===== src/rtl/fmdll_div_counter.sv =====
// fmdll_div_counter: N-cycle / M-frame counters and divided clocks for the
// FMDLL path-select mux. The shadow ratios reload only on a frame wrap or on
// a realign request (Sel==01) from the select logic. Illegal Sel codes (11)
// latch a sticky error flag.
module fmdll_div_counter #(
  parameter int NW = 4,
  parameter int MW = 2
) (
  input  logic          CLK,
  input  logic          RST,
  input  logic          EN,
  input  logic [NW-1:0] N,
  input  logic [MW-1:0] M,
  input  logic [1:0]    Sel,
  output logic [NW-1:0] N_counter,
  output logic [MW-1:0] M_counter,
  output logic          DIV_N,
  output logic          DIV_M,
  output logic          FRAME,
  output logic          ERR
);

  typedef enum logic [1:0] {
    IDLE  = 2'd0,
    ALIGN = 2'd1,
    RUN   = 2'd2
  } state_t;

  state_t        state_reg, state_next;
  logic [NW-1:0] n_cnt_reg, n_cnt_next;
  logic [MW-1:0] m_cnt_reg, m_cnt_next;
  logic [NW-1:0] n_s_reg, n_s_next;
  logic [MW-1:0] m_s_reg, m_s_next;
  logic          div_n_reg, div_n_next;
  logic          div_m_reg, div_m_next;
  logic          frame_reg, frame_next;
  logic          err_reg, err_next;

  // High when the next cycle is a counting cycle (outputs are live).
  logic          active_next;
  // Last cycle of the current frame.
  logic          wrap;
  // Half points use one extra bit so N_s/M_s at full scale cannot overflow.
  logic [NW:0]   hn_next;
  logic [MW:0]   hm_next;

  assign wrap = (n_cnt_reg == n_s_reg) && (m_cnt_reg == m_s_reg);

  // Next-state, counter and shadow update logic.
  always_comb begin
    state_next  = state_reg;
    n_cnt_next  = '0;
    m_cnt_next  = '0;
    n_s_next    = n_s_reg;
    m_s_next    = m_s_reg;
    active_next = 1'b0;
    err_next    = err_reg | (Sel == 2'b11);

    case (state_reg)
      IDLE: begin
        if (EN) begin
          state_next = ALIGN;
        end
      end
      ALIGN: begin
        if (!EN) begin
          state_next = IDLE;
        end else begin
          state_next  = RUN;
          n_s_next    = N;
          m_s_next    = M;
          active_next = 1'b1;
        end
      end
      RUN: begin
        if (!EN) begin
          state_next = IDLE;
        end else begin
          active_next = 1'b1;
          if ((Sel == 2'b01) || wrap) begin
            // Realign or frame wrap: restart from zero with fresh ratios.
            n_s_next = N;
            m_s_next = M;
          end else if (n_cnt_reg == n_s_reg) begin
            m_cnt_next = m_cnt_reg + 1'b1;
          end else begin
            n_cnt_next = n_cnt_reg + 1'b1;
            m_cnt_next = m_cnt_reg;
          end
        end
      end
      default: begin
        state_next = IDLE;
      end
    endcase
  end

  // Divided clocks and frame marker derived from next-state counters so they
  // line up with the registered counter outputs.
  always_comb begin
    hn_next    = ({1'b0, n_s_next} + (NW+1)'(2)) >> 1;
    hm_next    = ({1'b0, m_s_next} + (MW+1)'(2)) >> 1;
    div_n_next = active_next && ({1'b0, n_cnt_next} < hn_next);
    div_m_next = active_next && ({1'b0, m_cnt_next} < hm_next);
    frame_next = active_next && (n_cnt_next == n_s_next)
                             && (m_cnt_next == m_s_next);
  end

  // State and output registers with synchronous reset.
  always_ff @(posedge CLK) begin
    if (RST) begin
      state_reg <= IDLE;
      n_cnt_reg <= '0;
      m_cnt_reg <= '0;
      n_s_reg   <= '0;
      m_s_reg   <= '0;
      div_n_reg <= 1'b0;
      div_m_reg <= 1'b0;
      frame_reg <= 1'b0;
      err_reg   <= 1'b0;
    end else begin
      state_reg <= state_next;
      n_cnt_reg <= n_cnt_next;
      m_cnt_reg <= m_cnt_next;
      n_s_reg   <= n_s_next;
      m_s_reg   <= m_s_next;
      div_n_reg <= div_n_next;
      div_m_reg <= div_m_next;
      frame_reg <= frame_next;
      err_reg   <= err_next;
    end
  end

  assign N_counter = n_cnt_reg;
  assign M_counter = m_cnt_reg;
  assign DIV_N     = div_n_reg;
  assign DIV_M     = div_m_reg;
  assign FRAME     = frame_reg;
  assign ERR       = err_reg;

endmodule


===== config.mk =====
export PLATFORM = sky130hd
export DESIGN_NAME = fmdll_div_counter
export DESIGN_NICKNAME = d
export VERILOG_FILES = /design/src/rtl/fmdll_div_counter.sv
export SDC_FILE = /design/constraint.sdc
export NUM_CORES = 1
export LEC_CHECK = 0
export CAP_MARGIN = 30
export CORE_MARGIN = 5
export CORE_UTILIZATION = 57
export DETAILED_ROUTE_END_ITERATION = 16
export PLACE_DENSITY_LB_ADDON = 0.05
export SKIP_LAST_GASP = 1
export SYNTH_ARGS = -nofsm -noshare
export SYNTH_HDL_FRONTEND = slang
export SYNTH_SLANG_ARGS = --single-unit

===== constraint.sdc =====
create_clock -name CLK -period 7.15 [get_ports CLK]
set_input_delay 1.0725 -clock CLK [delete_from_list [all_inputs] [get_ports CLK]]
set_output_delay 1.0725 -clock CLK [all_outputs]
set_load 0.03 [all_outputs]

After elaboration in Yosys (flattened, before gate mapping)
Index checks and enable logic that the tools add are counted.
- $add $sub $neg: 4
- magnitude comparators: 2
- equality and inequality tests: 10
- mux-type cells: 22
- bitwise operators: 1
- reductions and logical operators: 9
- operators with widths (cell ; number):
    $mux W4 ; 7
    $mux W2 ; 10
    $eq A4 B4 Y1 ; 2
    $pmux W4 S2 ; 1
    $pmux W2 S3 ; 1
    $add A4 B2 Y5 const B ; 1
    $logic_and A1 B1 Y1 ; 5
    $add A4 B1 Y4 const B ; 1
    $eq A2 B1 Y1 const B ; 2
    $eq A2 B2 Y1 ; 2
    $eq A2 B2 Y1 const B ; 2
    $lt A4 B4 Y1 ; 1
    $ne A2 B2 Y1 const B ; 2
    $pmux W2 S2 ; 1
    $add A2 B2 Y3 const B ; 1
    $add A2 B1 Y2 const B ; 1
    $logic_not A2 Y1 ; 1
    $lt A2 B2 Y1 ; 1
    $mux W1 ; 2
    $reduce_and A2 Y1 ; 1
    $reduce_or A2 Y1 ; 1
    $logic_or A1 B1 Y1 ; 1
    $or A1 B1 Y1 ; 1
- bits in registers: 18
- input bits: 11
- output and inout port bits: 10
- word-level logic and storage cells: 57

Depth between registers and ports, before layout
Gate-level depths: netlist (run 1).
- depth after elaboration: 9
- depth in mapped cells: 14

Least setup slack after synthesis (run 1)
OpenSTA, ideal clock, no wires.
- kind: in2reg
- start: input EN
- end: register div_n_reg, in the netlist DIV_N
- arrival time: 2.966 ns
- required time: 7.063 ns
- slack: 4.097 ns
- cell stages on the path: 12
- buffers on the path: 2
- path through: buf_2 buf_2 mux2i_1 o21ai_0 o21bai_2 inv_1 ha_1 xor2_1 ha_1 a21oi_1 nor2b_1 nor4b_2
- cells in the longest elaborated chain, start to end: 5
- RTL lines (element ; line ; RTL):
    start, declared ; 11 ; input logic EN,
    $mux W4 (on tied branches) ; 76, 66 ;
    $pmux W4 S2 * ; 59 ; case (state_reg)
    via n_s_next[1] ; 32 ; logic [NW-1:0] n_s_reg, n_s_next;
    $add A4 B2 Y5 * ; 101 ; hn_next = ({1'b0, n_s_next} + (NW+1)'(2)) >> 1;
    $lt A4 B4 Y1 * ; 103 ; div_n_next = active_next && ({1'b0, n_cnt_next} < hn_next);
    $logic_and A1 B1 Y1 * ; 103 ;
    end signal, assigned ; 127 ; div_n_reg <= div_n_next;
    end, declared ; 34 ; logic div_n_reg, div_n_next;
Mark *: on every way through the listed nets, which the timed path passes. The rest lies on a longest branch.
A chain may end at the register's enable or synchronous reset.

Worst setup path in the final report (run 1)
Ends and elaborated chain as after synthesis.

==> out/metrics.yaml, run 1 <==
holdPathStages: 2
reg2reg_setup_slack_ps: 4170
setup.worst_path.end_class: "flop"
maxSlewViolCount: 0
wire_length_reported_by_the_detailed_router_mm: 3.61
final_layout_size_suffix_gt1_share_pct: 13.0
depth_of_the_worst_register_to_register_path: 12
criticalPathCategory: "primary input to flop"
initial_utilization_pct: 60.8
synth_cell_type_count: 47
layoutNonFillerInstCount: 213
floorplan.die.height_um: 59.1
irDropWorstVdd_mv: 0.119
relative_slew_margins_pct: 54.9
coreArea_sq_um: 2250
root_buffer: "sky130_fd_sc_hd__clkbuf_4"
mappedNetlistArea_sq_um: 1370
clock_tree.htree_level_count: 1
synth_edf_count: 0
startpoint: "EN"
tritoncts: "built"
path_max_fanout: 19
element_type_at_the_critical_path_start: "primary input"
route.vias.total: 1316
area_growth_syn_to_layout_pct: 17.7
postRouteAntennaNets: 0
final_period_minus_worst_setup_slack_ps: 3610
cap_violations: 0
first_pass_grt_wire_length_mm: 5.89
post-dp-hpwl_mm: 2.75
crit_required_ps: 7380
clock_path_buffers: 2
iteration_0_drc_markers: 54
max_freq_mhz: 277
synthCells: 167
tightest_slew_ps: 675
placed_cells: 209
dieWidth_um: 59.1
core.rowCount: 17
worst-endpoint-arrival_ps: 3840
run_status: "complete, no violations"
numCtsBuffers: 3
grt_start_max_net_pins: 20
total_die_area_sq_um: 3490
routedWlPerCell_um: 17.0
yosys_warnings: 0
finalSetupTns_ps: 0
min-delay-start: "ERR"
proportion_of_register_bits_with_asynchronous_set_or_reset_after_synthesis_pct: 0
synthesis_stage_register_bit_count: 18
io_buffers: 20
rr_endpoint: "DIV_N"
power.leakage_nw: 0.627
antenna-diode-count: 0
clk_transition_reported_paths_ps: 110
setup_viol: 0
fin_crit_sh_pct: 50.5
detail_route.drc_violations: 0
n_fill_cell: 199
cts.repair.resized: 0
post_drt_via_cell_ratio: 6.18
io-pin-count: 21
firstDrtPassIters: 4
holdBufCountCts: 0
post-cts-setup-buffer-count: 0
power_per_cell_area_nw_per_um2: 171
avg_inst_size_synth_sq_um: 8.21
number_of_antenna_violations_at_the_first_check_in_global_routing: 0
holdPathEnd: "ERR"
ys_dominant_reg_cell: "sky130_fd_sc_hd__dfxtp_1"
gp_congestion: 0.952
grt_util_all_layers_pct: 21.9
numClockSinks: 18
seq_area_frac_synth_pct: 26.3
timing.final.hold_violations: 0
grt_setup_unrepaired: "no"
clk_latency_ps: 300
r2r_start: "N_counter[0]"
worst_hold_path_type: "flop to flop"
final_nets: 206
fin_clk_skew_ps: 3.48
postSynthNetCount: 187
final_cell_mix: "20 x sky130_fd_sc_hd__nor2_1, 20 x sky130_fd_sc_hd__clkdlybuf4s50_1, 18 x sky130_fd_sc_hd__dfxtp_1"
vias_in_the_first_global_route: 1237
grt.overflow.total: 0
-- synth_stat cells (4+ instances only) --
master                    number  area share (%)
sky130_fd_sc_hd__xnor2_2       4             4.7
sky130_fd_sc_hd__nor2_1       20             5.5
sky130_fd_sc_hd__nand2_1       9             2.5
sky130_fd_sc_hd__dfxtp_1      18              26
sky130_fd_sc_hd__inv_1        12             3.3
sky130_fd_sc_hd__xor2_1        4             2.6
sky130_fd_sc_hd__a21oi_1      15             5.5
sky130_fd_sc_hd__ha_1          9             8.2
sky130_fd_sc_hd__o21ai_0       6             2.2
sky130_fd_sc_hd__a31oi_1       4             1.8
sky130_fd_sc_hd__nand3_1       7             2.6
-- power by group --
part	internal, W	switching [W]
combinational	0.0000402	0.0000605
sequential	0.000105	0.00000476
clock	0.0000310	0.0000346
total	0.000176	0.0000999
-- how the worst max path moves through the flow --
stage	end	slack [ps]	cells after the start
5_1_grt	DIV_N	3330	10
4_1_cts	DIV_N	3540	10
2_1_floorplan	DIV_N	4100	12
3_5_place_dp	DIV_N	3230	10
3_3_place_gp	DIV_N	3280	10
6_report	DIV_N	3540	10
-- routing by layer --
layer  wire length [um]  part of all wire (%)  track usage (%)  up-vias
met5                  0                     0                0        -
met4                 61                   1.7             8.41        0
met3                260                   7.2             2.83        9
met2               1750                    48             38.0       53
met1               1540                    43             27.3      619
li1                   -                     -                -      635
-- final cells by class --
type	count	area (sq um)	share of cell area (%)
clock buffers	4	36.3	2.25
multi-input cells	131	937	58.1
inverters	12	45.0	2.79
repair buffers	20	200	12.4
well taps	28	35.0	2.17
flip-flops and latches	18	360	22.3
-- per-stage QoR --
step	util, %	cell area, sq um	total power, W	hold WS, ps	setup slack (ps)
5_1_grt	71.6	1610	0.000290	533	3330
6_report	71.6	1610	0.000276	502	3540
4_1_cts	71.6	1610	0.000274	506	3540
3_3_place_gp	70.0	1580	0.000209	451	3280
2_1_floorplan	-	1370	0.000183	491	4100
3_5_place_dp	70.0	1580	0.000210	479	3230
-- cell families (layout without fill, tap and decap cells) --
family / Yosys count / count (layout) / share of synthesized area, %
simple gates: 63 / 63 / 26.1
compound gates: 44 / 44 / 21.8
flops: 18 / 18 / 26.3
xor+xnor: 11 / 11 / 9.22
buf+inv: 18 / 36 / 5.38
mux: 4 / 4 / 3.01
fa+ha+maj: 9 / 9 / 8.21
-- critical path, cell delays in order --
cell and delay [ps]:
sky130_fd_sc_hd__clkdlybuf4s50_1 860, sky130_fd_sc_hd__mux2_2 270, sky130_fd_sc_hd__nand2_1 60, sky130_fd_sc_hd__and3_1 220, sky130_fd_sc_hd__nor3_2 200, sky130_fd_sc_hd__or4b_1 480
sky130_fd_sc_hd__ha_1 300, sky130_fd_sc_hd__nand3_1 80, sky130_fd_sc_hd__a21oi_1 50, sky130_fd_sc_hd__nor4b_2 230
Power figures use the tool's default switching activity.
==> run 2: changes to the inputs <==
--- a/config.mk
+++ b/config.mk
@@ -7,7 +7,7 @@
 export LEC_CHECK = 0
 export CAP_MARGIN = 30
 export CORE_MARGIN = 5
-export CORE_UTILIZATION = 57
+export CORE_UTILIZATION = 53
 export DETAILED_ROUTE_END_ITERATION = 16
 export PLACE_DENSITY_LB_ADDON = 0.05
 export SKIP_LAST_GASP = 1
==> constraint.sdc (replaced) <==
create_clock -name CLK -period 3.6 [get_ports CLK]
set_input_delay 0.54 -clock CLK [delete_from_list [all_inputs] [get_ports CLK]]
set_output_delay 0.54 -clock CLK [all_outputs]
set_load 0.03 [all_outputs]
==> out/metrics.yaml, run 2 (same netlist as run 1, synthesis figures left out) <==
post-cts-setup-buffer-count: 0  # unchanged
relative_slew_margins_pct: 54.0  # -0.91 points
path_max_fanout: 10  # -9
reg2reg_setup_slack_ps: 620  # -3550 ps
cap_violations: 0  # unchanged
setup.worst_path.end_class: "flop"
worst_hold_path_type: "flop to flop"
route.vias.total: 1296  # -1.5%
antenna-diode-count: 0  # unchanged
power_per_cell_area_nw_per_um2: 322  # +88%
numClockSinks: 18  # unchanged
critical-path-slowest-cell: "sky130_fd_sc_hd__dfxtp_1"
holdBufCountCts: 0  # unchanged
grt.overflow.total: 0  # unchanged
post-dp-hpwl_mm: 2.70  # -1.8%
final_cell_mix: "20 x sky130_fd_sc_hd__nor2_1, 20 x sky130_fd_sc_hd__clkdlybuf4s50_1, 18 x sky130_fd_sc_hd__dfxtp_1"
finalSetupTns_ps: 0  # unchanged
total_die_area_sq_um: 3700  # +6.2%
holdPathStages: 2  # unchanged
worst-endpoint-arrival_ps: 3200  # -640 ps
irDropWorstVdd_mv: 0.188  # +59%
crit_cells: 12  # +2
max_freq_mhz: 335
run_status: "complete, no violations"
multi_input_comb_area_sq_um: 937  # unchanged
maxSlewViolCount: 0  # unchanged
io-pin-count: 21  # unchanged
setup_slack_ps: 618  # -2920 ps
tightest_slew_ps: 689  # +13.6 ps
r2r_start: "N_counter[0]"
coreArea_sq_um: 2480  # +9.9%
clk_transition_reported_paths_ps: 100  # about the same
postRouteAntennaNets: 0  # unchanged
detailedPlace.worstSlack_ps: 355  # -2880 ps
crit_required_ps: 3820  # -3560 ps
m1_gr_usage_pct: 27.4  # +0.16 points
fin_crit_sh_pct: 82.8
power.leakage_nw: 0.629  # +0.31%
dieWidth_um: 60.9  # +3.1%
core.rowCount: 18  # +1
grt_util_all_layers_pct: 20.9  # -0.98 points
post_drt_via_cell_ratio: 6.00  # -2.9%
total_switching_power_w: 0.000191  # +92%
crit_path_end: "DIV_N"
layoutNonFillerInstCount: 216  # +1.4%
fin_hold_ws_ps: 492  # -10.2 ps
first_pass_grt_wire_length_mm: 5.77  # -2.1%
n_fill_cell: 221  # +11%
area_growth_syn_to_layout_pct: 18.0
firstDrtPassIters: 5  # +1
gr-max-usage-layer: "met2"
detail_route.drc_violations: 0  # unchanged
final_nets: 208  # +0.97%
io_buffers: 20  # unchanged
share_clk_of_total_power_pct: 19.7  # -4.1 points
timing.final.hold_violations: 0  # unchanged
iteration_0_drc_markers: 106  # +96%
gr-usage-met3_pct: 4.47  # +1.6 points
wire_length_reported_by_the_detailed_router_mm: 3.52  # -2.7%
grt_start_max_net_pins: 18  # -10%
fin_clk_skew_ps: 1.79  # -1.68 ps
cp_top_family: "compound AO/OA/AOI/OAI gates"
cell_mode_on_critical_path: "sky130_fd_sc_hd__ha_1"
numCtsBuffers: 3  # unchanged
timing.critical_path.slowest_cell_delay_ps: 520  # -340 ps
regArea_sq_um: 360  # unchanged
setup_viol: 0  # unchanged
startpoint: "N_counter[0]"
critPathBufInv: 1  # unchanged
clock_tree.htree_level_count: 1  # unchanged
vias_in_the_first_global_route: 1226  # -0.89%
grt_setup_unrepaired: "no"
final_layout_size_suffix_gt1_share_pct: 13.4  # +0.47 points
placed_cells: 213  # +1.9%
clk_latency_ps: 300  # about the same
sw_ratio_pct: 36.7  # +0.52 points
pwr-share-comb_pct: 38.5  # +2.0 points
cp_cell_sequence: "xnor2_2 -> nand4_2 -> o21ai_2 -> a31oi_1 -> o21bai_2 -> inv_1 -> ha_1 -> xor2_1 -> ha_1 -> a21oi_1 -> nor2b_1 -> nor4b_2"
p_seq_share_pct: 41.7  # +1.9 points
initial_utilization_pct: 55.4  # -5.5 points
element_type_at_the_critical_path_start: "flop"
floorplan.die.height_um: 60.9  # +3.1%
gp_congestion: 0.901  # -5.4%
cts.repair.resized: 0  # unchanged
depth_of_the_worst_register_to_register_path: 12  # unchanged
criticalPathCategory: "flop to flop"
rr_endpoint: "DIV_N"
root_buffer: "sky130_fd_sc_hd__clkbuf_4"
final_period_minus_worst_setup_slack_ps: 2980
number_of_antenna_violations_at_the_first_check_in_global_routing: 0  # unchanged
clock_path_buffers: 2  # unchanged
tritoncts: "built"
met2_usage_pct: 34.0  # -4.0 points
internal-power_w: 0.000330  # +87%
routedWlPerCell_um: 16.3  # -4.1%
==> run 2: final cells by class <==
class / instances / share of cell area, %
tap: 30 / 2.32
inverter: 12 / 2.78
clock buffer: 3 / 1.39
timing repair buffer: 22 / 13.3
multi-input combinational: 131 / 57.9
sequential: 18 / 22.3
==> run 2: worst register-to-register path: stages (launching register included) <==
cell and delay (ps):
sky130_fd_sc_hd__dfxtp_1 520, sky130_fd_sc_hd__xnor2_2 180, sky130_fd_sc_hd__nand4_2 320, sky130_fd_sc_hd__o21ai_2 320, sky130_fd_sc_hd__a31oi_1 170, sky130_fd_sc_hd__o21bai_2 250
sky130_fd_sc_hd__inv_1 70, sky130_fd_sc_hd__ha_1 190, sky130_fd_sc_hd__xor2_1 160, sky130_fd_sc_hd__ha_1 290, sky130_fd_sc_hd__a21oi_1 160, sky130_fd_sc_hd__nor2b_1 90
sky130_fd_sc_hd__nor4b_2 200
==> run 2: power by group through the flow <==
stage	clock network (W)	registers, W	logic, W
global placement	0	0.000222	0.000196
detailed placement	0	0.000222	0.000197
floorplan	0	0.000226	0.000138
finish	0.000103	0.000218	0.000201
CTS	0.000103	0.000218	0.000198
global route	0.000119	0.000219	0.000222
==> run 2: metal layers <==
layer / up-vias / routed length [um]
met5: - / 0
met4: 0 / 55
met3: 8 / 221
met2: 50 / 1610
met1: 599 / 1630
li1: 639 / -
==> run 2: worst min-delay path by stage <==
stage	end	startpoint
after floorplan	state_reg[1]	state_reg[1]
after global routing	ERR	ERR
after global placement	ERR	ERR
after detailed placement	ERR	ERR
after CTS	ERR	ERR
final	ERR	ERR
==> run 2: stage by stage <==
step | power [W] | util, % | area [sq um]
floorplan | 0.000364 | - | 1370
global placement | 0.000418 | 64.4 | 1600
detailed placement | 0.000419 | 64.4 | 1600
CTS | 0.000519 | 65.3 | 1620
global route | 0.000559 | 65.3 | 1620
finish | 0.000521 | 65.3 | 1620
==> run 3: changes to the inputs <==
==> constraint.sdc (replaced) <==
create_clock -name CLK -period 2.9 [get_ports CLK]
set_input_delay 0.435 -clock CLK [delete_from_list [all_inputs] [get_ports CLK]]
set_output_delay 0.435 -clock CLK [all_outputs]
set_load 0.03 [all_outputs]
==> out/metrics.yaml, run 3 (same netlist as run 1, synthesis figures left out) <==
run_status: "complete, no violations"
cap_violations: 0  # unchanged
reg2reg_setup_slack_ps: 220  # -400 ps
wire_length_reported_by_the_detailed_router_mm: 3.90  # +11%
iteration_0_drc_markers: 60  # -43%
criticalPathCategory: "flop to flop"
fin_hold_ws_ps: 513  # +20.7 ps
detail_route.drc_violations: 0  # unchanged
root_buffer: "sky130_fd_sc_hd__clkbuf_4"
cp_cell_sequence: "xor2_1 -> nor2_1 -> a21oi_2 -> nor4b_2 -> nor3_2 -> or4b_1 -> ha_1 -> nand3_1 -> a21oi_1 -> nor4b_2"
number_of_antenna_violations_at_the_first_check_in_global_routing: 0  # unchanged
route.vias.total: 1407  # +8.6%
setup_viol: 0  # unchanged
worst_hold_path_type: "flop to flop"
gr-max-usage-layer: "met2"
share_clk_of_total_power_pct: 22.4  # +2.7 points
total_die_area_sq_um: 3700  # unchanged
crit_required_ps: 3130  # -690 ps
routedWlPerCell_um: 16.7  # +2.9%
numClockSinks: 18  # unchanged
grt_start_max_net_pins: 18  # unchanged
dieWidth_um: 60.9  # unchanged
p_seq_share_pct: 37.4  # -4.3 points
grt_util_all_layers_pct: 24.0  # +3.1 points
timing.final.hold_violations: 0  # unchanged
holdPathStages: 2  # unchanged
io_buffers: 20  # unchanged
clock_path_buffers: 2  # unchanged
firstDrtPassIters: 4  # -1
area_growth_syn_to_layout_pct: 28.6
post_drt_via_cell_ratio: 6.04  # +0.64%
clk_transition_reported_paths_ps: 110  # about the same
internal-power_w: 0.000466  # +41%
worst-endpoint-arrival_ps: 2910  # -290 ps
cell_mode_on_critical_path: "sky130_fd_sc_hd__nor4b_2"
timing.critical_path.slowest_cell_delay_ps: 470  # -50 ps
postRouteAntennaNets: 0  # unchanged
setup.worst_path.end_class: "flop"
first_pass_grt_wire_length_mm: 6.61  # +15%
max_freq_mhz: 373  # +11%
holdBufCountCts: 0  # unchanged
rr_endpoint: "DIV_N"
coreArea_sq_um: 2480  # unchanged
gr-usage-met3_pct: 4.47  # unchanged
clock_tree.htree_level_count: 1  # unchanged
min-delay-start: "ERR"
clk_latency_ps: 300  # about the same
final_nets: 224  # +7.7%
core.rowCount: 18  # unchanged
io-pin-count: 21  # unchanged
holdPathEnd: "ERR"
final_layout_size_suffix_gt1_share_pct: 21.2  # +7.7 points
power.leakage_nw: 0.716  # +14%
pwr-share-comb_pct: 40.1  # +1.6 points
path_max_fanout: 6  # -4
maxSlewViolCount: 0  # unchanged
grt_setup_unrepaired: "no"
relative_slew_margins_pct: 72.1  # +18 points
m1_gr_usage_pct: 28.4  # +0.98 points
total_switching_power_w: 0.000257  # +34%
grt.overflow.total: 0  # unchanged
tightest_slew_ps: 417  # -272 ps
element_type_at_the_critical_path_start: "flop"
cp_top_family: "simple AND/OR/NAND/NOR gates"
vias_in_the_first_global_route: 1439  # +17%
fin_crit_sh_pct: 92.5  # +9.7 points
fin_clk_skew_ps: 4.01  # +2.22 ps
sw_ratio_pct: 35.5  # -1.2 points
critPathBufInv: 0  # -1
post-cts-setup-buffer-count: 0  # unchanged
finalSetupTns_ps: 0  # unchanged
final_cell_mix: "20 x sky130_fd_sc_hd__nor2_1, 20 x sky130_fd_sc_hd__clkdlybuf4s50_1, 18 x sky130_fd_sc_hd__dfxtp_1, 18 x sky130_fd_sc_hd__buf_4, 15 x sky130_fd_sc_hd__a21oi_1"
irDropWorstVdd_mv: 0.302  # +61%
tritoncts: "built"
final_period_minus_worst_setup_slack_ps: 2680  # -298 ps
r2r_start: "M_counter[0]"
critical-path-slowest-cell: "sky130_fd_sc_hd__dfxtp_1"
post-dp-hpwl_mm: 3.09  # +15%
power_per_cell_area_nw_per_um2: 410  # +27%
floorplan.die.height_um: 60.9  # unchanged
antenna-diode-count: 0  # unchanged
met2_usage_pct: 41.2  # +7.2 points
cts.repair.resized: 0  # unchanged
depth_of_the_worst_register_to_register_path: 10  # -2
numCtsBuffers: 3  # unchanged
gp_congestion: 0.955  # +6.0%
initial_utilization_pct: 55.4  # unchanged
run 3: changes by cell type in the layout (fill, tap and decap cells not counted), sizes merged:
cell	delta
buf	+16
clkbuf	+1
run 3: final cells by class:
| cell class | instances | area [sq um] |
|---|---|---|
| well taps | 30 | 37.5 |
| fillers | 211 | 714 |
| inverters | 12 | 45.0 |
| multi-input cells | 131 | 948 |
| clock buffers | 4 | 36.3 |
| repair buffers | 38 | 335 |
| flip-flops and latches | 18 | 360 |
run 3: layer usage:
layer	wire length [um]	up-vias
li1	-	675
met1	1680	672
met2	1880	49
met3	214	11
met4	127	0
met5	0	-
run 3: worst max-delay path by stage:
| stage | start | slack [ps] | to | cells past startpoint |
|---|---|---|---|---|
| after floorplan | N_counter[0] | 250 | DIV_N | 10 |
| after global placement | N[2] | 50 | DIV_N | 10 |
| after detailed placement | N[2] | 0.05 | DIV_N | 10 |
| after CTS | state_reg[1] | 140 | FRAME | 12 |
| after global routing | state_reg[1] | 30 | FRAME | 12 |
| final | M_counter[0] | 220 | DIV_N | 10 |
run 3: stage by stage:
| step | instance area (sq um) | power (W) | std cells | setup slack, ps | utilization (%) |
|---|---|---|---|---|---|
| after global routing | 1760 | 0.000773 | 233 | 34.3 | 71.2 |
| after floorplan | 1370 | 0.000451 | 167 | 250 | - |
| after CTS | 1750 | 0.000715 | 233 | 143 | 70.7 |
| after detailed placement | 1720 | 0.000554 | 229 | 0.0451 | 69.2 |
| final | 1760 | 0.000723 | 233 | 216 | 71.2 |
| after global placement | 1720 | 0.000550 | 229 | 48.1 | 69.2 |
run 3: worst min-delay path: stages, from the launching register on:
cell and delay, ps:
sky130_fd_sc_hd__dfxtp_1 350, sky130_fd_sc_hd__a21oi_1 50, sky130_fd_sc_hd__nor2_1 80
run 3: power by group through the flow:
stage                     clock (W)  sequential (W)  combinational (W)
after floorplan                   0        0.000280           0.000171
after global placement            0        0.000276           0.000274
after detailed placement          0        0.000276           0.000278
after CTS                  0.000164        0.000270           0.000281
after global routing       0.000186        0.000272           0.000315
final                      0.000162        0.000270           0.000290
